**src/rtl/score_digits_pkg.sv**
```systemverilog
// Shared constants, FSM encoding and BCD helper for the score display.
package score_digits_pkg;

  localparam int unsigned NumDigits = 6;
  localparam int unsigned GlyphW    = 16;
  localparam int unsigned GlyphH    = 20;
  localparam int unsigned NumIters  = 20;
  localparam int unsigned BcdW      = 4 * NumDigits;

  localparam logic [19:0] ScoreMax = 20'd999999;

  typedef enum logic [1:0] {
    StIdle  = 2'd0,
    StShift = 2'd1,
    StDone  = 2'd2
  } conv_state_e;

  // Double-dabble pre-shift correction: add 3 to every nibble >= 5.
  function automatic logic [BcdW-1:0] bcd_adjust(input logic [BcdW-1:0] bcd);
    logic [BcdW-1:0] r;
    r = bcd;
    for (int i = 0; i < NumDigits; i++) begin
      if (bcd[4*i +: 4] >= 4'd5) r[4*i +: 4] = bcd[4*i +: 4] + 4'd3;
    end
    return r;
  endfunction

endpackage

```
**src/rtl/score_digits_bin2bcd_seq.sv**
```systemverilog
// Sequential double-dabble converter; bcd only changes while leaving DONE.
module bin2bcd_seq
  import score_digits_pkg::*;
(
  input  logic        CLK,
  input  logic        RST,
  input  logic        start,
  input  logic [19:0] bin,
  output logic        busy,
  output logic        done,
  output logic [23:0] bcd
);

  conv_state_e state_q, state_d;
  logic [19:0] bin_q, bin_d;
  logic [23:0] acc_q, acc_d;
  logic [23:0] bcd_q, bcd_d;
  logic [4:0]  cnt_q, cnt_d;

  always_comb begin
    state_d = state_q;
    bin_d   = bin_q;
    acc_d   = acc_q;
    bcd_d   = bcd_q;
    cnt_d   = cnt_q;
    unique case (state_q)
      StIdle: begin
        if (start) begin
          bin_d   = (bin > ScoreMax) ? ScoreMax : bin;
          acc_d   = '0;
          cnt_d   = '0;
          state_d = StShift;
        end
      end
      StShift: begin
        {acc_d, bin_d} = {bcd_adjust(acc_q), bin_q} << 1;
        cnt_d          = cnt_q + 5'd1;
        if (cnt_q == 5'(NumIters - 1)) state_d = StDone;
      end
      StDone: begin
        bcd_d   = acc_q;
        state_d = StIdle;
      end
      default: state_d = StIdle;
    endcase
  end

  always_ff @(posedge CLK) begin
    if (RST) begin
      state_q <= StIdle;
      bin_q   <= '0;
      acc_q   <= '0;
      bcd_q   <= '0;
      cnt_q   <= '0;
    end else begin
      state_q <= state_d;
      bin_q   <= bin_d;
      acc_q   <= acc_d;
      bcd_q   <= bcd_d;
      cnt_q   <= cnt_d;
    end
  end

  assign busy = (state_q != StIdle);
  assign done = (state_q == StDone);
  assign bcd  = bcd_q;

endmodule

```
**src/rtl/score_digits.sv**
```systemverilog
// Six-digit score display: BCD conversion plus per-slot pixel geometry for a VGA raster.
module score_digits
  import score_digits_pkg::*;
#(
  parameter logic [9:0] X0  = 10'd560,
  parameter logic [9:0] Y0  = 10'd8,
  parameter logic [9:0] GAP = 10'd4
) (
  input  logic        CLK,
  input  logic        RST,
  input  logic [19:0] score,
  input  logic        load,
  input  logic [9:0]  hc,
  input  logic [9:0]  vc,
  output logic        busy,
  output logic [23:0] number_type,
  output logic [59:0] number_hc,
  output logic [59:0] number_vc,
  output logic [5:0]  is_number_in_pixel
);

  logic [23:0] bcd;
  logic        conv_done;

  bin2bcd_seq u_bin2bcd (
    .CLK   (CLK),
    .RST   (RST),
    .start (load),
    .bin   (score),
    .busy  (busy),
    .done  (conv_done),
    .bcd   (bcd)
  );

  // Converter keeps the most significant digit in the top nibble; slot 0 wants it at [3:0].
  always_comb begin
    number_type = '0;
    for (int i = 0; i < NumDigits; i++) begin
      number_type[4*i +: 4] = bcd[4*(NumDigits-1-i) +: 4];
    end
  end

  logic [5:0]  in_q, in_d;
  logic [59:0] nhc_q, nhc_d;
  logic [59:0] nvc_q, nvc_d;
  logic [10:0] x_lo;
  logic        row_hit;

  // Compare in 11 bits so a slot near the right edge cannot wrap its upper bound.
  always_comb begin
    in_d    = '0;
    nhc_d   = '0;
    nvc_d   = '0;
    x_lo    = '0;
    row_hit = ({1'b0, vc} >= {1'b0, Y0}) && ({1'b0, vc} < {1'b0, Y0} + 11'(GlyphH));
    for (int i = 0; i < NumDigits; i++) begin
      x_lo  = {1'b0, X0} + 11'(i) * (11'(GlyphW) + {1'b0, GAP});
      in_d[i] = row_hit && ({1'b0, hc} >= x_lo) && ({1'b0, hc} < x_lo + 11'(GlyphW));
      nhc_d[10*i +: 10] = hc - x_lo[9:0];
      nvc_d[10*i +: 10] = vc - Y0;
    end
  end

  always_ff @(posedge CLK) begin
    if (RST) begin
      in_q  <= '0;
      nhc_q <= '0;
      nvc_q <= '0;
    end else begin
      in_q  <= in_d;
      nhc_q <= nhc_d;
      nvc_q <= nvc_d;
    end
  end

  assign is_number_in_pixel = in_q;
  assign number_hc          = nhc_q;
  assign number_vc          = nvc_q;

endmodule

```
**config.mk**
```make
export PLATFORM = sky130hd
export DESIGN_NAME = score_digits
export DESIGN_NICKNAME = d
export VERILOG_FILES = /design/src/rtl/score_digits_pkg.sv /design/src/rtl/score_digits_bin2bcd_seq.sv /design/src/rtl/score_digits.sv
export SDC_FILE = /design/constraint.sdc
export NUM_CORES = 1
export LEC_CHECK = 0
export ABC_CLOCK_PERIOD_IN_PS = 1590
export CORE_ASPECT_RATIO = 0.75
export CORE_MARGIN = 1
export CORE_UTILIZATION = 43
export DETAILED_ROUTE_END_ITERATION = 6
export HOLD_SLACK_MARGIN = 0.03
export PLACE_DENSITY = 0.82
export SLEW_MARGIN = 20
export SYNTH_ARGS = -nofsm -noshare
export SYNTH_HDL_FRONTEND = slang
export SYNTH_SLANG_ARGS = --single-unit
```
**constraint.sdc**
```tcl
create_clock -name CLK -period 1.59 [get_ports CLK]
set_input_delay 0.159 -clock CLK [delete_from_list [all_inputs] [get_ports CLK]]
set_output_delay 0.159 -clock CLK [all_outputs]
set_load 0.01 [all_outputs]
```
==> flow_summary.yaml, run 1 <==
outcome:
  status: "complete, no violations"
yosys:
  synth_top_cell_area_share: 0.431
  ys_ff_latch: 135
  synth_area_per_cell_um2: 8.64
  synth_edf_count: 0
  yosys_warnings: 0
  async_reset_ff_frac: 0
  syn-num-nets: 799
  yosys_most_used_dff: "dfxtp_1"
  synth.largest_area_cell: "dfxtp_1"
  postSynthCellCount: 726
  synth.top_cells.by_area: "dfxtp_1, buf_4, a21oi_1, ha_1, nor2_1"
  seq_area_frac_synth: 0.431
  syn_area_um2: 6280
  ys_types: 49
global_routing:
  grt_remaining_overflow: 0
  antenna_found_initial: 0
  first_global_vias: 5240
  grt_pass1_wl_um: 25900
  grt_max_degree: 101
  track_usage: 0.218
critical_path:
  cp.buffers_inverters: 1
  crit_chain: "clkdlybuf4s50_1 -> or4_4 -> or4_4 -> a2111oi_4"
  cp-end-kind: "flip-flop"
  cp_max_fo: 2
  cp.required_ns: 1.90
  critPathLaunchType: "input pin"
  slowest_stage: "or4_4"
  arrival_ns: 1.88
  slowest_delay_ns: 0.59
  path_common_cell: "or4_4"
  critical_path_class: "in -> reg"
  critPathTopFamily: "simple AND/OR/NAND/NOR gates"
route:
  drt_first_pass_iters: 4
  ant_nets: 0
  vias_per_cell: 4.88
  route.detailed.drc: 0
  wl_per_cell_um: 14.2
  num_vias: 5446
  drt_iter0_markers: 203
  routed_wl_um: 15900
final_layout:
  fillers: 1149
  area_growth_pct: 44.6
  drive_gt1_frac: 0.159
  diodes: 0
  final_common_cell: "clkdlybuf4s50_1"
  most-common-layout-cells: "clkdlybuf4s50_1, dfxtp_1, buf_4"
  fin_nets: 982
cts:
  clk_path_buf_depth: 2
  cts-root-buf: "clkbuf_16"
  ctsHoldBuffers: 0
  path_clk_slew_ns: 0.06
  h-tree-depth: 4
  cts_buffers: 17
  clk_latency_ns: 0.40
  cts_sinks: 135
  tritoncts: "done"
sta:
  relSlewSlack: 0.411
  finClkSkew_ns: 0.0133
  fin_crit_sh: 0.986
  rsz0062_at_grt: "false"
  worst_pin_slew_ns: 0.880
  setup-tns-final_ns: 0
  hold_viol: 0
  fmax_mhz: 638
  setup_slack_ns: 0.0230
  slew_violations: 0
  period_needed_ns: 1.57
  setup_viol: 0
die:
  die_h_um: 107
  coreArea_um2: 14000
  initial_core_util: 0.449
  die-area_um2: 15100
  ioPinCount: 194
  die_x_um: 142
  fp-row-count: 37
place:
  portBuffers: 193
  post-place-ws_ns: -0.551
  place.gp.congestion: 0.840
  post-dp-hpwl_um: 11300
flow_run:
  maxCapViolations: 0
power:
  leakagePower_nw: 3.72
  vdd_drop_max_v: 0.000726
  power_density_nw_per_um2: 972
min_path:
  worstHoldPathType: "in -> reg"
per-stage QoR:
step | util | power (mW) | hold slack [ns] | area (µm²) | instances
3_3_place_gp | 0.602 | 4.96 | 0.443 | 8410 | 1085
3_5_place_dp | 0.602 | 4.98 | 0.446 | 8410 | 1085
2_1_floorplan | - | 4.33 | 0.231 | 6280 | 726
4_1_cts | 0.643 | 8.89 | 0.101 | 9000 | 1117
6_report | 0.649 | 8.82 | 0.0943 | 9070 | 1117
5_1_grt | 0.649 | 9.19 | 0.103 | 9070 | 1117
kinds of logic (layout without fill, tap and decap cells):
kind of cell             Yosys count  after routing  share of synthesized area
AO/OA/AOI/OAI                    147            147                      0.146
XOR/XNOR                          39             39                     0.0544
adder cells (fa/ha/maj)           30             30                     0.0598
buffers and inverters            135            331                      0.123
flip-flops                       135            135                      0.431
multiplexers                       8              8                     0.0132
AND/OR/NAND/NOR                  232            232                      0.173
cell usage after synthesis (3+ instances only):
library cell,count
o31ai_1,5
a22o_1,12
a21o_1,3
a22oi_1,10
mux2i_1,6
nand4_1,5
nor2_1,74
nor3_1,16
nand2_1,72
nand2b_1,11
or3_1,8
o2bb2ai_1,7
ha_1,30
buf_4,66
o21ai_0,17
a211oi_1,6
xor2_1,10
nor4_1,3
buf_1,5
clkbuf_1,34
a21oi_1,79
inv_1,28
dfxtp_1,135
nand3_1,9
xnor2_1,29
nor2b_1,18
per-layer routing:
layer  GRT usage  vias up  part of all wire
met1       0.293     2534              0.47
met5           0        -                 0
met2       0.340      166              0.45
met4      0.0538        0            0.0038
li1            -     2738                 -
met3      0.0661        8             0.075
flip-flops by register name, indices dropped and copies added (netlist names):
signal	flops
number_hc	44
number_vc	10
u_bin2bcd.cnt_q	5
u_bin2bcd.state_q	2
u_bin2bcd.acc_q	24
u_bin2bcd.bin_q	20
u_bin2bcd.bcd	24
is_number_in_pixel	6
final cells by class:
| cell class | instances | area (µm²) | area share |
|---|---|---|---|
| sequential | 135 | 2720 | 0.300 |
| clock buffer | 19 | 443 | 0.0488 |
| tap | 195 | 244 | 0.0269 |
| multi-input combinational | 456 | 2850 | 0.314 |
| timing repair buffer | 271 | 2570 | 0.283 |
| clock inverter | 13 | 145 | 0.0160 |
| inverter | 28 | 105 | 0.0116 |
final timing paths:
path	startpoint	to	slack (ns)	cells after the start
max	vc[7]	is_number_in_pixel[1]	0.02	4
min	hc[4]	number_hc[4]	0.09	2
max reg2reg	u_bin2bcd.acc_q[17]	u_bin2bcd.acc_q[18]	0.05	6
min reg2reg	u_bin2bcd.bcd[14]	u_bin2bcd.bcd[14]	0.45	2
what timing repair did:
action                                  CTS  global route
gates resized for setup                  23            28
pin swaps                                 3             3
endpoints found under the setup margin   37            69
buffers inserted                          0             0
worst reg2reg max path, delay by kind of cell, from the launching register on:
family                     cells  cell delay, ns
AOI/OAI and AO/OA              2            0.51
buffers and inverters          1            0.10
and+or+nand+nor                1            0.13
muxes                          1            0.13
DFF                            1            0.38
adders and majority gates      1            0.17
power by group:
| part | internal [mW] | switching (mW) |
|---|---|---|
| Clock | 2.37 | 1.54 |
| Sequential | 3.53 | 0.0831 |
| Combinational | 0.704 | 0.596 |
| Total | 6.60 | 2.21 |
(Power assumes the default switching activity.)
==> inputs of run 2 (changes only) <==
--- a/config.mk
+++ b/config.mk
@@ -11,7 +11,7 @@
 export CORE_UTILIZATION = 43
 export DETAILED_ROUTE_END_ITERATION = 6
 export HOLD_SLACK_MARGIN = 0.03
-export PLACE_DENSITY = 0.82
+export PLACE_DENSITY = 0.75
 export SLEW_MARGIN = 20
 export SYNTH_ARGS = -nofsm -noshare
 export SYNTH_HDL_FRONTEND = slang
==> flow_summary.yaml, run 2 (synthesis gave the netlist of run 1 again) <==
outcome:
  status: "complete, no violations"
critical_path:
  cp.buffers_inverters: 1
  cp-end-kind: "output pin"
  critPathLaunchType: "flip-flop"
  crit_chain: "clkdlybuf4s50_1"
  arrival_ns: 1.39
  cp_max_fo: 6
  cp.required_ns: 1.43
  slowest_stage: "clkdlybuf4s50_1"
  critPathTopFamily: "buffers and inverters"
  critical_path_class: "reg -> out"
  slowest_delay_ns: 0.58
final_layout:
  area.sequential_um2: 2720
  most-common-layout-cells: "clkdlybuf4s50_1, dfxtp_1, buf_4"
  fin_nets: 993
  drive_gt1_frac: 0.167
  final_common_cell: "clkdlybuf4s50_1"
  fillers: 1204
  diodes: 0
  multiInputGateArea_um2: 2850
  largest_register_ffs: 44
  area_growth_pct: 46.4
die:
  die-area_um2: 15100
  die_x_um: 142
  die_h_um: 107
  fp-row-count: 37
  initial_core_util: 0.449
  coreArea_um2: 14000
  ioPinCount: 194
sta:
  slew_violations: 0
  finClkSkew_ns: 0.0101
  relSlewSlack: 0.605
  hold_viol: 0
  fmax_mhz: 647
  period_needed_ns: 1.55
  fin_crit_sh: 0.972
  setup_viol: 0
  setup_slack_ns: 0.0447
  worst_pin_slew_ns: 0.592
  whs_ns: 0.0739
cts:
  clk_path_buf_depth: 2
  cts_buffers: 17
  path_clk_slew_ns: 0.06
  cts-root-buf: "clkbuf_16"
  ctsHoldBuffers: 0
  clk_latency_ns: 0.41
  h-tree-depth: 4
  cts_sinks: 135
  tritoncts: "done"
global_routing:
  first_global_vias: 5087
  antenna_found_initial: 0
  grt_max_degree: 105
  grt_pass1_wl_um: 25800
  grt_remaining_overflow: 0
  track_usage: 0.217
route:
  drt_first_pass_iters: 5
  maxUsedRoutingLayer: "met4"
  met1_length_um: 7920
  num_vias: 5443
  wl_met3_um: 895
  met2_length_um: 6990
  ant_nets: 0
  routed_wl_um: 15900
  vias_per_cell: 4.83
  wl_per_cell_um: 14.1
  route.detailed.drc: 0
  drt_iter0_markers: 292
power:
  intPower_mw: 6.73
  switching_share: 0.246
  p_switching_mw: 2.20
  vdd_drop_max_v: 0.000659
  clkPwrFrac: 0.448
  leakagePower_nw: 3.75
  power_density_nw_per_um2: 972
  seqPwrFrac: 0.404
  combPwrFrac: 0.148
flow_run:
  maxCapViolations: 0
min_path:
  worstHoldPathType: "in -> reg"
place:
  post-place-ws_ns: -0.493
  post-dp-hpwl_um: 11300
  portBuffers: 193
  place.gp.congestion: 0.875
==> run 2: changes by cell type in the layout (fill, tap and decap cells not counted), sizes merged <==
cell           previous run  this run
buf                      80        91
clkdlybuf4s50           170       177
dlygate4sd2               7         4
clkdlybuf4s15             2         0
dlymetal6s2s             12        10
bufinv                    2         3
clkbuf                   19        18
clkinv                    5         6
clkinvlp                  3         2
==> run 2: power groups by stage <==
stage | registers, mW | clock network [mW] | logic [mW]
after floorplan | 3.72 | 0 | 0.612
after global placement | 3.68 | 0 | 1.30
after detailed placement | 3.68 | 0 | 1.31
after CTS | 3.61 | 4.09 | 1.32
after global routing | 3.63 | 4.24 | 1.43
final | 3.61 | 4.00 | 1.32
==> run 2: layer usage <==
layer  global-route usage  vias up
li1                     -     2757
met1                0.305     2535
met2                0.330      138
met3               0.0581       13
met4               0.0507        0
met5                    0        -
==> run 2: cell type report <==
| type | instances | share of cell area |
|---|---|---|
| repair buffers | 282 | 0.291 |
| well taps | 195 | 0.0266 |
| inverters | 28 | 0.0114 |
| flip-flops and latches | 135 | 0.296 |
| clock inverters | 14 | 0.0188 |
| multi-input cells | 456 | 0.310 |
| clock buffers | 18 | 0.0467 |
==> run 2: what timing repair did <==
item / CTS / global route
pin swaps: 3 / 3
buffers inserted: 0 / 1
setup endpoints to repair: 33 / 70
resized for setup: 14 / 30
hold endpoints to repair: 0 / 0
==> run 2: path summary, 6_finish.rpt <==
check | from | end | slack (ns) | cells past startpoint
worst min register to register | u_bin2bcd.bcd[10] | u_bin2bcd.bcd[10] | 0.45 | 2
worst max register to register | u_bin2bcd.acc_q[13] | u_bin2bcd.acc_q[14] | 0.09 | 6
worst min-delay path | hc[4] | number_hc[4] | 0.07 | 2
worst max-delay path | number_vc[52] | number_vc[22] | 0.04 | 1
==> run 2: metrics by stage <==
stage	instance area [µm²]	cells	TNS, ns	util	power, mW
final	9190	1128	0	0.657	8.93
after floorplan	6280	726	-0.0145	-	4.33
after CTS	9110	1127	-0.0647	0.652	9.02
after detailed placement	8500	1095	-15.41	0.608	4.99
after global placement	8500	1095	-14.04	0.608	4.98
after global routing	9190	1128	-0.0197	0.657	9.29
==> inputs of run 3 (changes only) <==
--- a/config.mk
+++ b/config.mk
@@ -10,6 +10,8 @@
 export CORE_MARGIN = 1
 export CORE_UTILIZATION = 43
 export DETAILED_ROUTE_END_ITERATION = 6
+export GPL_ROUTABILITY_DRIVEN = 0
+export GPL_TIMING_DRIVEN = 1
 export HOLD_SLACK_MARGIN = 0.03
 export PLACE_DENSITY = 0.75
 export SLEW_MARGIN = 20
==> results of run 3 <==
The final DEF is identical to that of run 2; final timing and power are the same.
